File: src/rtl/dmem_arb_pkg.sv
// dmem_arb_pkg: shared types and helpers for the data-memory arbiter.
package dmem_arb_pkg;
   typedef enum logic {ARB_CORE, ARB_HOST} arb_state_t;
   function automatic int cnt_width(input int max_wait);
      return $clog2(max_wait + 1);
   endfunction
endpackage

File: src/rtl/dmem_arbiter.sv
// dmem_arbiter: fixed core-priority arbiter for dat_mem with a host starvation guard.
module dmem_arbiter
   import dmem_arb_pkg::*;
#(
   parameter int AW = 8,
   parameter int DW = 8,
   parameter int MAX_WAIT = 4
) (
   input  logic          clk,
   input  logic          reset,
   input  logic          core_req,
   input  logic          core_we,
   input  logic [AW-1:0] core_addr,
   input  logic [DW-1:0] core_wdata,
   output logic [DW-1:0] core_rdata,
   output logic          core_stall,
   input  logic          core_halt,
   input  logic          host_req,
   input  logic          host_we,
   input  logic [AW-1:0] host_addr,
   input  logic [DW-1:0] host_wdata,
   output logic          host_ack,
   output logic [DW-1:0] host_rdata,
   output logic          mem_we,
   output logic [AW-1:0] mem_addr,
   output logic [DW-1:0] mem_wdata,
   input  logic [DW-1:0] mem_rdata
);
   localparam int CW = cnt_width(MAX_WAIT);
   localparam logic [CW-1:0] MAXC = CW'(MAX_WAIT);
   arb_state_t r_state;
   logic [CW-1:0] r_wait_cnt;
   logic [CW-1:0] w_cnt_inc;
   logic w_host_gnt;
   logic w_core_gnt;
   // Outputs are gated by reset so a reset mid-cycle kills any access at once.
   always_comb begin
      w_host_gnt = host_req && (!core_req || r_state == ARB_HOST || core_halt);
      w_core_gnt = core_req && !w_host_gnt;
      w_cnt_inc  = r_wait_cnt + CW'(1);
      mem_addr   = w_host_gnt ? host_addr : core_addr;
      mem_wdata  = w_host_gnt ? host_wdata : core_wdata;
      mem_we     = reset && (w_host_gnt ? host_we : (w_core_gnt && core_we));
      host_ack   = reset && w_host_gnt;
      core_stall = reset && core_req && w_host_gnt;
      host_rdata = mem_rdata;
      core_rdata = mem_rdata;
   end
   always_ff @(posedge clk or negedge reset) begin
      if (!reset) begin
         r_state    <= ARB_CORE;
         r_wait_cnt <= '0;
      end else if (w_host_gnt) begin
         r_state    <= ARB_CORE;
         r_wait_cnt <= '0;
      end else if (host_req) begin
         if (r_wait_cnt != MAXC) r_wait_cnt <= w_cnt_inc;
         if (w_cnt_inc == MAXC) r_state <= ARB_HOST;
      end else begin
         r_wait_cnt <= '0;
      end
   end
endmodule

File: config.mk
export PLATFORM = sky130hd
export DESIGN_NAME = dmem_arbiter
export DESIGN_NICKNAME = d
export VERILOG_FILES = /design/src/rtl/dmem_arb_pkg.sv /design/src/rtl/dmem_arbiter.sv
export SDC_FILE = /design/constraint.sdc
export NUM_CORES = 1
export LEC_CHECK = 0
export ABC_CLOCK_PERIOD_IN_PS = 1600
export CORE_MARGIN = 5
export CORE_UTILIZATION = 31
export DETAILED_ROUTE_END_ITERATION = 16
export PLACE_DENSITY = 0.89
export SKIP_CTS_REPAIR_TIMING = 1
export SLEW_MARGIN = 5
export SYNTH_ARGS = -nofsm -noshare
export SYNTH_HDL_FRONTEND = slang
export SYNTH_SLANG_ARGS = --single-unit
File: constraint.sdc
create_clock -name clk -period 1.6 [get_ports clk]
set_input_delay 0.32 -clock clk [delete_from_list [all_inputs] [get_ports clk]]
set_output_delay 0.32 -clock clk [all_outputs]
set_load 0.02 [all_outputs]
== Yosys cells after proc, flatten, opt, wreduce, memory -nomap -nowiden ==
Cells that the tools add are included.
W data, S select, Z words.

* Bitwise operators: 0
* Equality and inequality tests: 3
* Shift-type cells: 0
* Multiply operators: 0
* Multiplexer cells: 9
* Div/mod/pow operators: 0
* Order comparisons: 0
* $add $sub $neg: 1
* Reduce and logical (&&, ||, !) cells: 14

{| class="wikitable"
|+ Operator list
! kind !! count
|-
| $mux W8 || 2
|-
| $mux W3 || 3
|-
| $logic_and A1 B1 Y1 || 7
|-
| $mux W1 || 4
|-
| $reduce_bool A2 Y1 || 2
|-
| $add A3 B1 Y3 const B || 1
|-
| $eq A3 B3 Y1 const B || 1
|-
| $ne A3 B1 Y1 const B || 1
|-
| $ne A3 B3 Y1 const B || 1
|-
| $logic_not A1 Y1 || 2
|-
| $logic_or A1 B1 Y1 || 2
|-
| $reduce_and A2 Y1 || 1
|}

* Input bits: 47
* Memory bits (writable): 0
* Word-level logic and storage cells: 29
* Latch bits: 0
* Memories: 0
* Register bits after elaboration: 4
* Memory bits (read-only): 0

== Longest topological paths before layout ==
Gate-level depths: netlist of the first run.

* Word-level depth: 9
* Mapped depth: 4
* Mapped depth without buffers: 4

== Least setup slack after synthesis of the first run ==
Ideal clock, no wire load.

* Path type: reg-to-output
* From: register r_state
* To: output host_ack
* Arrival time: 1.175 ns
* Setup slack: 0.105 ns
* Buffers on the path: 1
* Cell stages (with the launch flop): 4
* Cells stage by stage: dfrtp_1 buf_6 or3b_1 and3_1

* Cells in the longest elaborated chain, start to end: 4

{| class="wikitable"
|+ Ends and longest elaborated chain
! element !! RTL line !! source
|-
| from (decl) || dmem_arbiter.sv:31 || <nowiki>arb_state_t r_state;</nowiki>
|-
| from (signal assigned) || dmem_arbiter.sv:51 || <nowiki>r_state <= ARB_CORE;</nowiki>
|-
| from (signal assigned) || dmem_arbiter.sv:54 || <nowiki>r_state <= ARB_CORE;</nowiki>
|-
| from (signal assigned) || dmem_arbiter.sv:58 || <nowiki>if (w_cnt_inc == MAXC) r_state <= ARB_HOST;</nowiki>
|-
| $logic_or A1 B1 Y1 (2 in series) || dmem_arbiter.sv:38 || <nowiki>w_host_gnt = host_req && (!core_req || r_state == ARB_HOST || core_halt);</nowiki>
|-
| $logic_and A1 B1 Y1 || dmem_arbiter.sv:38 ||
|-
| $logic_and A1 B1 Y1 || dmem_arbiter.sv:44 || <nowiki>host_ack = reset && w_host_gnt;</nowiki>
|-
| to (decl) || dmem_arbiter.sv:22 || <nowiki>output logic host_ack,</nowiki>
|}

No other way between the ends.

== Worst setup path after layout of the first run ==
Ends and elaborated chain as after synthesis.

==> results.toml, run 1 <==
[outcome]
result_of_the_run = "finished with violations"
failed_checks = "setup timing"

[logic_synthesis]
mappedNetlistNets = 170
mappedNetlistArea_sq_um = 923
syn_inst = 120
postSynth.asyncResetShare_pct = 100
yosysWarnings = 0
unique_cell_type_count_in_the_yosys_netlist = 21
post-synth-top-area-cell = "sky130_fd_sc_hd__nand4bb_1"
synth_flop_type = "sky130_fd_sc_hd__dfrtp_1"
yosysSeqAreaShare_pct = 10.8
synthesis.area_per_instance_sq_um = 7.69
synth_largest_type_area_fraction_pct = 20.7
synth-seq-cells = 4
synth_enable_flop_cells = 0
synthTopCellsByArea = "sky130_fd_sc_hd__nand4bb_1 21%, sky130_fd_sc_hd__buf_4 14%, sky130_fd_sc_hd__o211ai_1 13%, sky130_fd_sc_hd__dfrtp_1 11%, sky130_fd_sc_hd__nand2b_1 11%"

[clocking]
cts_buffers = 3
insertion_delay_ns = 0.24
clk_root_buffer_cell = "sky130_fd_sc_hd__clkbuf_4"
clk_path_buf_depth = 2
cts.clk_slew.worst_paths_ns = 0.04
ctsHtreeMaxLevel = 1
cts.sink_count = 4
tritoncts = "done"

[setup_path]
timing.critical_path.from_type = "flip-flop"
cp_data_arrival_time_ns = 1.36
worst_setup_path_startpoint = "r_state"
rr_endpoint = "r_wait_cnt[1]"
worstReg2RegStart = "r_wait_cnt[0]"
worst_r2r_path_depth = 4
setup.worst_path.class = "reg2out"
cp-endpoint = "host_ack"
r2r_slack_ns = 0.43
worst_setup_path_end_kind = "output port"
required_time_worst_endpoint_ns = 1.28
cp_max_fo = 5

[layout]
most-common-layout-cells = "35 x sky130_fd_sc_hd__clkdlybuf4s50_1, 17 x sky130_fd_sc_hd__nand2_1, 17 x sky130_fd_sc_hd__nand4bb_1"
areaGrowthSynthToFinish_pct = 58.4
finished_layout_cell_area_sq_um = 1460
antenna_cells = 0
layout-drive-gt1-share_pct = 24.6
layout.nets = 219
commonest_non_fill_non_tap_cell_in_the_layout = "sky130_fd_sc_hd__clkdlybuf4s50_1"
final_core_util_pct = 52.1

[route]
detailedRoute.firstPassIterationCount = 4
via_per_inst = 5.26
drt-total-wl_mm = 3.19
vias = 1041
wl_per_cell_um = 16.1
route.antenna.remaining_nets = 0
initialDrtViolationCount = 61
drc_errors = 0

[pwr]
power.ir.vdd_worst_v = 0.000230
leakage_uw = 0.000607
power.density_cell_area_nw_per_um2 = 408

[global_routing]
overflow = 0
number_of_antenna_violations_at_the_first_check_in_global_routing = 0
number_of_global_route_vias_before_repair = 1135
first_pass_grt_wire_length_mm = 5.08
largest_net_degree_at_the_start_of_global_routing = 40
grt_use_total_pct = 14.9

[timing]
worst_tran_pin_value_ns = 0.262
final_hold_viol_count = 0
fmax_mhz = 593
timing_max_transition_violations_final = 0
layout_worst_path_cycle_share_pct = 105
rsz0062_at_grt = "true"
worst_path_setup_slack_after_routing_ns = -0.0850
worst_clock_skew_ns = 0.00748
whs_ns = 0.532
layout_min_cycle_time_ns = 1.68
slew-limit-headroom_pct = 82.5
final.setup.tns_ns = -1.29
final-setup-viol-count = 18

[placed_design]
place_hpwl_mm = 2.44
port_buffers = 57
gp_routability_congestion = 0.686
preCtsSetupSlack_ns = -0.943
placed_cell_area_sq_um = 1460

[die]
die_w_um = 64.6
num_rows = 19
dieArea_sq_um = 4170
initial_core_util_pct = 32.9
dieHeight_um = 64.6
io-pin-count = 82
core_region_area_sq_um = 2810

[job]
max_cap_violations = 0

[min_path]
hold_crit_class = "in2async"
[report_power, final]
part           switching [uW]  leakage, uW  total (uW)  internal (uW)
sequential               1.48    0.0000537         105            103
combinational             165     0.000540         364            198
clock                    44.2    0.0000138         128           84.0
total                     211     0.000607         596            386
[cells in the mapped netlist, types with 3 or more instances]
| library cell | instances |
|---|---|
| sky130_fd_sc_hd__a21oi_1 | 5 |
| sky130_fd_sc_hd__buf_2 | 4 |
| sky130_fd_sc_hd__buf_4 | 17 |
| sky130_fd_sc_hd__clkbuf_1 | 5 |
| sky130_fd_sc_hd__dfrtp_1 | 4 |
| sky130_fd_sc_hd__ha_1 | 3 |
| sky130_fd_sc_hd__inv_1 | 3 |
| sky130_fd_sc_hd__nand2_1 | 17 |
| sky130_fd_sc_hd__nand2b_1 | 16 |
| sky130_fd_sc_hd__nand3_1 | 4 |
| sky130_fd_sc_hd__nand4bb_1 | 17 |
| sky130_fd_sc_hd__o211ai_1 | 16 |
[logic make-up after synthesis]
kind of cell,share of synthesized area [%]
AND/OR/NAND/NOR,44.3
buffers and inverters,20.5
AO/OA/AOI/OAI,20.3
flip-flops,10.8
adder cells (fa/ha/maj),4.07
[how the worst min path moves through the flow]
| stage | startpoint | endpoint | slack (ns) | cells after the start |
|---|---|---|---|---|
| global route | reset | r_wait_cnt[0] | 0.56 | 3 |
| finish | reset | r_state | 0.53 | 3 |
| detailed placement | r_wait_cnt[1] | r_wait_cnt[1] | 0.58 | 2 |
| floorplan | reset | r_state | 0.02 | 0 |
| global placement | r_wait_cnt[1] | r_wait_cnt[1] | 0.54 | 2 |
| CTS | reset | r_state | 0.52 | 3 |
[critical path, stage by stage (launching register included)]
cell                      delay (ns)
sky130_fd_sc_hd__dfrtp_2        0.43
sky130_fd_sc_hd__or3b_4         0.39
sky130_fd_sc_hd__and3_4         0.18
sky130_fd_sc_hd__buf_6          0.12
[metrics by stage]
step,instances,power [uW]
after floorplan,120,325
after global placement,193,477
after detailed placement,193,488
after CTS,196,622
after global routing,198,631
final,198,596
[routing by layer]
metal  vias up  part of all wire [%]  track usage [%]
li1        517                     -                -
met1       483                    39             16.6
met2        35                    53             27.4
met3         6                   6.9             3.45
met4         0                   1.5             5.80
met5         -                     0                0
[layout make-up]
class	instances	area [sq um]
Clock buffer	3	22.5
Fill cell	275	1340
Inverter	3	11.3
Multi-Input combinational cell	86	642
Sequential cell	4	101
Tap cell	31	38.8
Timing Repair Buffer	71	647
[state kept, by name, indices dropped and copies added, names as in the netlist]
| register | count |
|---|---|
| r_state | 1 |
| r_wait_cnt | 3 |
(Power assumes the default switching activity.)
==> run 2, diff against run 1 <==
--- a/config.mk
+++ b/config.mk
@@ -6,7 +6,6 @@
 export NUM_CORES = 1
 export LEC_CHECK = 0
 export ABC_CLOCK_PERIOD_IN_PS = 1600
-export CORE_MARGIN = 5
 export CORE_UTILIZATION = 31
 export DETAILED_ROUTE_END_ITERATION = 16
 export PLACE_DENSITY = 0.89
==> run 2 against run 1 <==
Against the previous run: the run still ends with setup timing left; first-iteration DRC count is 21% lower; hold slack got worse by 0.054 ns; non-clock buffer count shrank 2; final area decreased by 0.43%; critical endpoint is now mem_wdata[1]; largest power group unchanged; utilization grew 0.22 points; critical path depth up 1; routed wire length shrank 11%; power fell by 0.89%; critical path type unchanged.
==> results.toml, run 2 (synthesized netlist as in run 1, its figures left out) <==
[outcome]
result_of_the_run = "finished with violations"
failed_checks = "setup timing"

[global_routing]
number_of_antenna_violations_at_the_first_check_in_global_routing = 0
number_of_global_route_vias_before_repair = 1045
largest_net_degree_at_the_start_of_global_routing = 40
overflow = 0
grt_use_total_pct = 16.5
first_pass_grt_wire_length_mm = 4.33

[layout]
largest_reg_flops = 3
layout.nets = 217
layout-drive-gt1-share_pct = 23.6
max_flop_register = "r_wait_cnt"
nFillCells = 278
areaGrowthSynthToFinish_pct = 57.7
finish.cell_count_without_fillers = 196
top_regs = "r_wait_cnt: 3 flops, r_state: 1 flops"
commonest_non_fill_non_tap_cell_in_the_layout = "sky130_fd_sc_hd__clkdlybuf4s50_1"
antenna_cells = 0
most-common-layout-cells = "35 x sky130_fd_sc_hd__clkdlybuf4s50_1, 17 x sky130_fd_sc_hd__nand2_1, 17 x sky130_fd_sc_hd__nand4bb_1"

[die]
io-pin-count = 82
dieArea_sq_um = 3200
dieHeight_um = 56.6
initial_core_util_pct = 33.2
die_w_um = 56.6
core_region_area_sq_um = 2780
num_rows = 19

[route]
drt-total-wl_mm = 2.84
via_per_inst = 5.31
initialDrtViolationCount = 48
vias = 1041
route.antenna.remaining_nets = 0
wl_per_cell_um = 14.5
drc_errors = 0
detailedRoute.firstPassIterationCount = 4

[timing]
final-setup-viol-count = 18
fmax_mhz = 593
slew-limit-headroom_pct = 79.7
worst_tran_pin_value_ns = 0.304
timing_max_transition_violations_final = 0
layout_worst_path_cycle_share_pct = 105
rsz0062_at_grt = "true"
worst_clock_skew_ns = 0.00305
layout_min_cycle_time_ns = 1.69
whs_ns = 0.478
final_hold_viol_count = 0
worst_path_setup_slack_after_routing_ns = -0.0862

[setup_path]
setup.worst_path.class = "reg2out"
worst_setup_path_end_kind = "output port"
required_time_worst_endpoint_ns = 1.28
cp_data_arrival_time_ns = 1.37
cp_max_fo = 8
timing.critical_path.from_type = "flip-flop"

[job]
max_cap_violations = 0

[clocking]
cts_buffers = 3
clk_path_buf_depth = 2
insertion_delay_ns = 0.23
ctsHtreeMaxLevel = 1
cts.sink_count = 4
clk_root_buffer_cell = "sky130_fd_sc_hd__clkbuf_4"
cts.clk_slew.worst_paths_ns = 0.04
tritoncts = "done"

[placed_design]
place_hpwl_mm = 2.10
gp_routability_congestion = 0.663
port_buffers = 57
place.detailed.instances = 192

[pwr]
leakage_uw = 0.000601
power.ir.vdd_worst_v = 0.000323
power.density_cell_area_nw_per_um2 = 406

[min_path]
hold_crit_class = "in2async"
## run 2: cell count changes in the layout (fill, tap and decap cells not counted)
cell	change
sky130_fd_sc_hd__clkbuf_2	+2
sky130_fd_sc_hd__buf_2	-4
sky130_fd_sc_hd__buf_6	+1
sky130_fd_sc_hd__buf_4	-1
## run 2: worst max-delay path: stages (launching register included)
cell and delay, ns:
sky130_fd_sc_hd__dfrtp_2 0.43, sky130_fd_sc_hd__nor3b_4 0.26, sky130_fd_sc_hd__buf_6 0.17, sky130_fd_sc_hd__o211ai_1 0.10
sky130_fd_sc_hd__buf_4 0.17
## run 2: report_power, final
part	internal, uW	total [uW]	switching, uW
Sequential	103	104	1.34
Clock	83.9	125	41.0
Combinational	199	362	163
Total	386	591	205
## run 2: final cells by class
class	count	area (sq um)	share of cell area [%]
multi-input combinational	86	642	44.1
timing repair buffer	69	641	44.0
sequential	4	101	6.96
tap	31	38.8	2.66
clock buffer	3	22.5	1.55
inverter	3	11.3	0.773
## run 2: path summary, 6_finish.rpt
| check | from | to | slack (ns) | cells past startpoint |
|---|---|---|---|---|
| max in group asynchronous | reset | r_state | 1.01 | 2 |
| min in group clk | r_wait_cnt[1] | r_wait_cnt[1] | 0.57 | 2 |
| hold / removal | reset | r_state | 0.48 | 2 |
| setup reg to reg | r_wait_cnt[0] | r_wait_cnt[1] | 0.46 | 4 |
| setup / recovery | r_state | mem_wdata[1] | -0.09 | 4 |
| hold reg to reg | r_wait_cnt[1] | r_wait_cnt[1] | 0.57 | 2 |
## run 2: stage by stage
stage	setup slack (ns)	util [%]	power (uW)	setup TNS, ns	instance area [sq um]
after floorplan	0.105	-	325	0	923
after global placement	-0.716	52.6	477	-13.13	1460
after detailed placement	-0.770	52.6	487	-13.56	1460
after CTS	-0.784	53.4	616	-13.90	1490
after global routing	-0.149	52.4	624	-2.19	1460
final	-0.0862	52.4	591	-1.11	1460
## run 2: metal layers
metal / GRT usage, % / part of all wire, % / wire length (um)
met1: 17.0 / 40 / 1130
met2: 33.9 / 53 / 1500
met3: 1.38 / 6.3 / 178
met4: 5.23 / 0.95 / 27
met5: 0 / 0 / 0
==> run 3, diff against run 2 <==
--- a/config.mk
+++ b/config.mk
@@ -5,9 +5,10 @@
 export SDC_FILE = /design/constraint.sdc
 export NUM_CORES = 1
 export LEC_CHECK = 0
-export ABC_CLOCK_PERIOD_IN_PS = 1600
+export CORE_MARGIN = 4
 export CORE_UTILIZATION = 31
 export DETAILED_ROUTE_END_ITERATION = 16
+export GPL_ROUTABILITY_DRIVEN = 0
 export PLACE_DENSITY = 0.89
 export SKIP_CTS_REPAIR_TIMING = 1
 export SLEW_MARGIN = 5
==> run 3 against run 2 <==
Against the previous run: the run still ends with setup timing left; sequential share of layout area is 0.059 points lower; routed wire length up 2.9%; clock-buffer cell count unchanged; global-route usage is 1.3 points lower; clock skew decreased by 0.0023 ns; fmax is 0.50% higher; hold slack lost 0.39 ns; combinational power hardly changed.
==> results.toml, run 3 (synthesized netlist as in run 1, its figures left out) <==
[job]
max_cap_violations = 0

[clocking]
tritoncts = "done"
insertion_delay_ns = 0.24
cts_buffers = 3
ctsHtreeMaxLevel = 1
clk_root_buffer_cell = "sky130_fd_sc_hd__clkbuf_4"
cts.clk_slew.worst_paths_ns = 0.04
cts.sink_count = 4
clk_path_buf_depth = 2

[route]
drc_errors = 0
detailedRoute.firstPassIterationCount = 4
wl_per_cell_um = 14.9
route.antenna.remaining_nets = 0
drt-total-wl_mm = 2.92
via_per_inst = 5.19
vias = 1017
initialDrtViolationCount = 52

[die]
dieHeight_um = 62.6
core_region_area_sq_um = 2810
io-pin-count = 82
dieArea_sq_um = 3920
die_w_um = 62.6
num_rows = 19
initial_core_util_pct = 32.9

[timing]
final_hold_viol_count = 0
layout_min_cycle_time_ns = 1.68
fmax_mhz = 596
worst_tran_pin_value_ns = 0.234
worst_clock_skew_ns = 0.000727
whs_ns = 0.0856
final-setup-viol-count = 18
layout_worst_path_cycle_share_pct = 105
rsz0062_at_grt = "true"
timing_max_transition_violations_final = 0
final.setup.tns_ns = -1.02
worst_path_setup_slack_after_routing_ns = -0.0778
slew-limit-headroom_pct = 84.4

[layout]
largest_reg_flops = 3
most-common-layout-cells = "34 x sky130_fd_sc_hd__clkdlybuf4s50_1, 19 x sky130_fd_sc_hd__buf_4, 17 x sky130_fd_sc_hd__nand2_1, 17 x sky130_fd_sc_hd__nand4bb_1"
finish.cell_count_without_fillers = 196
commonest_non_fill_non_tap_cell_in_the_layout = "sky130_fd_sc_hd__clkdlybuf4s50_1"
layout-drive-gt1-share_pct = 23.6
max_flop_register = "r_wait_cnt"
layout.nets = 217
antenna_cells = 0
final_core_util_pct = 52.4
areaGrowthSynthToFinish_pct = 59.1
top_regs = "r_wait_cnt: 3 flops, r_state: 1 flops"

[outcome]
failed_checks = "setup timing"
result_of_the_run = "finished with violations"

[placed_design]
port_buffers = 57
place.detailed.instances = 190
preCtsSetupSlack_ns = -0.951
place_hpwl_mm = 2.22

[pwr]
power.ir.vdd_worst_v = 0.000256
power.density_cell_area_nw_per_um2 = 408
leakage_uw = 0.000613

[min_path]
hold_crit_class = "in2async"

[setup_path]
rr_endpoint = "r_wait_cnt[1]"
worstReg2RegStart = "r_wait_cnt[0]"
required_time_worst_endpoint_ns = 1.28
r2r_slack_ns = 0.45
worst_r2r_path_depth = 4
cp-endpoint = "mem_wdata[3]"
cp_max_fo = 9
worst_setup_path_startpoint = "r_state"
cp_data_arrival_time_ns = 1.36
timing.critical_path.from_type = "flip-flop"
setup.worst_path.class = "reg2out"
worst_setup_path_end_kind = "output port"

[global_routing]
first_pass_grt_wire_length_mm = 4.89
largest_net_degree_at_the_start_of_global_routing = 40
overflow = 0
grt_use_total_pct = 15.2
number_of_global_route_vias_before_repair = 1003
number_of_antenna_violations_at_the_first_check_in_global_routing = 0
-- run 3: changes by cell type in the layout (fill, tap and decap cells not counted), sizes merged --
cell           previous run  this run
clkbuf                    7         4
dlymetal6s2s              3         4
buf                      27        30
clkdlybuf4s50            35        34
-- run 3: through the flow --
stage          instance area, sq um  total power [uW]
2_1_floorplan                   923               325
5_1_grt                        1470               644
4_1_cts                        1460               613
3_5_place_dp                   1440               479
3_3_place_gp                   1440               472
6_report                       1470               599
-- run 3: worst min path at each step --
stage | from | end | slack (ns) | depth (start not counted)
global placement | r_wait_cnt[1] | r_wait_cnt[1] | 0.54 | 2
CTS | reset | r_wait_cnt[1] | 0.46 | 2
global route | reset | r_wait_cnt[1] | 0.11 | 2
finish | reset | r_wait_cnt[2] | 0.09 | 2
floorplan | reset | r_state | 0.02 | 0
detailed placement | r_wait_cnt[1] | r_wait_cnt[1] | 0.57 | 2
-- run 3: cell type report --
| class | count | area [sq um] |
|---|---|---|
| Tap cell | 31 | 38.8 |
| Multi-Input combinational cell | 86 | 642 |
| Inverter | 3 | 11.3 |
| Fill cell | 271 | 1340 |
| Sequential cell | 4 | 101 |
| Timing Repair Buffer | 69 | 653 |
| Clock buffer | 3 | 22.5 |
-- run 3: per-layer routing --
layer / wire length [um] / share of wire, % / track usage, %
met1: 1210 / 41 / 17.2
met4: 40 / 1.4 / 6.06
met3: 130 / 4.5 / 4.14
met5: 0 / 0 / 0
met2: 1540 / 53 / 26.9
-- run 3: power breakdown --
part           internal [uW]  leakage [uW]  switching (uW)
sequential               103     0.0000537            1.49
combinational            203      0.000545             162
clock                   84.1     0.0000138            45.0
total                    390      0.000613             208
-- run 3: critical path, stage by stage, from the launching register on --
cell,delay (ns)
sky130_fd_sc_hd__dfrtp_2,0.43
sky130_fd_sc_hd__nor3b_4,0.24
sky130_fd_sc_hd__buf_6,0.17
sky130_fd_sc_hd__o211ai_1,0.11
sky130_fd_sc_hd__buf_4,0.17
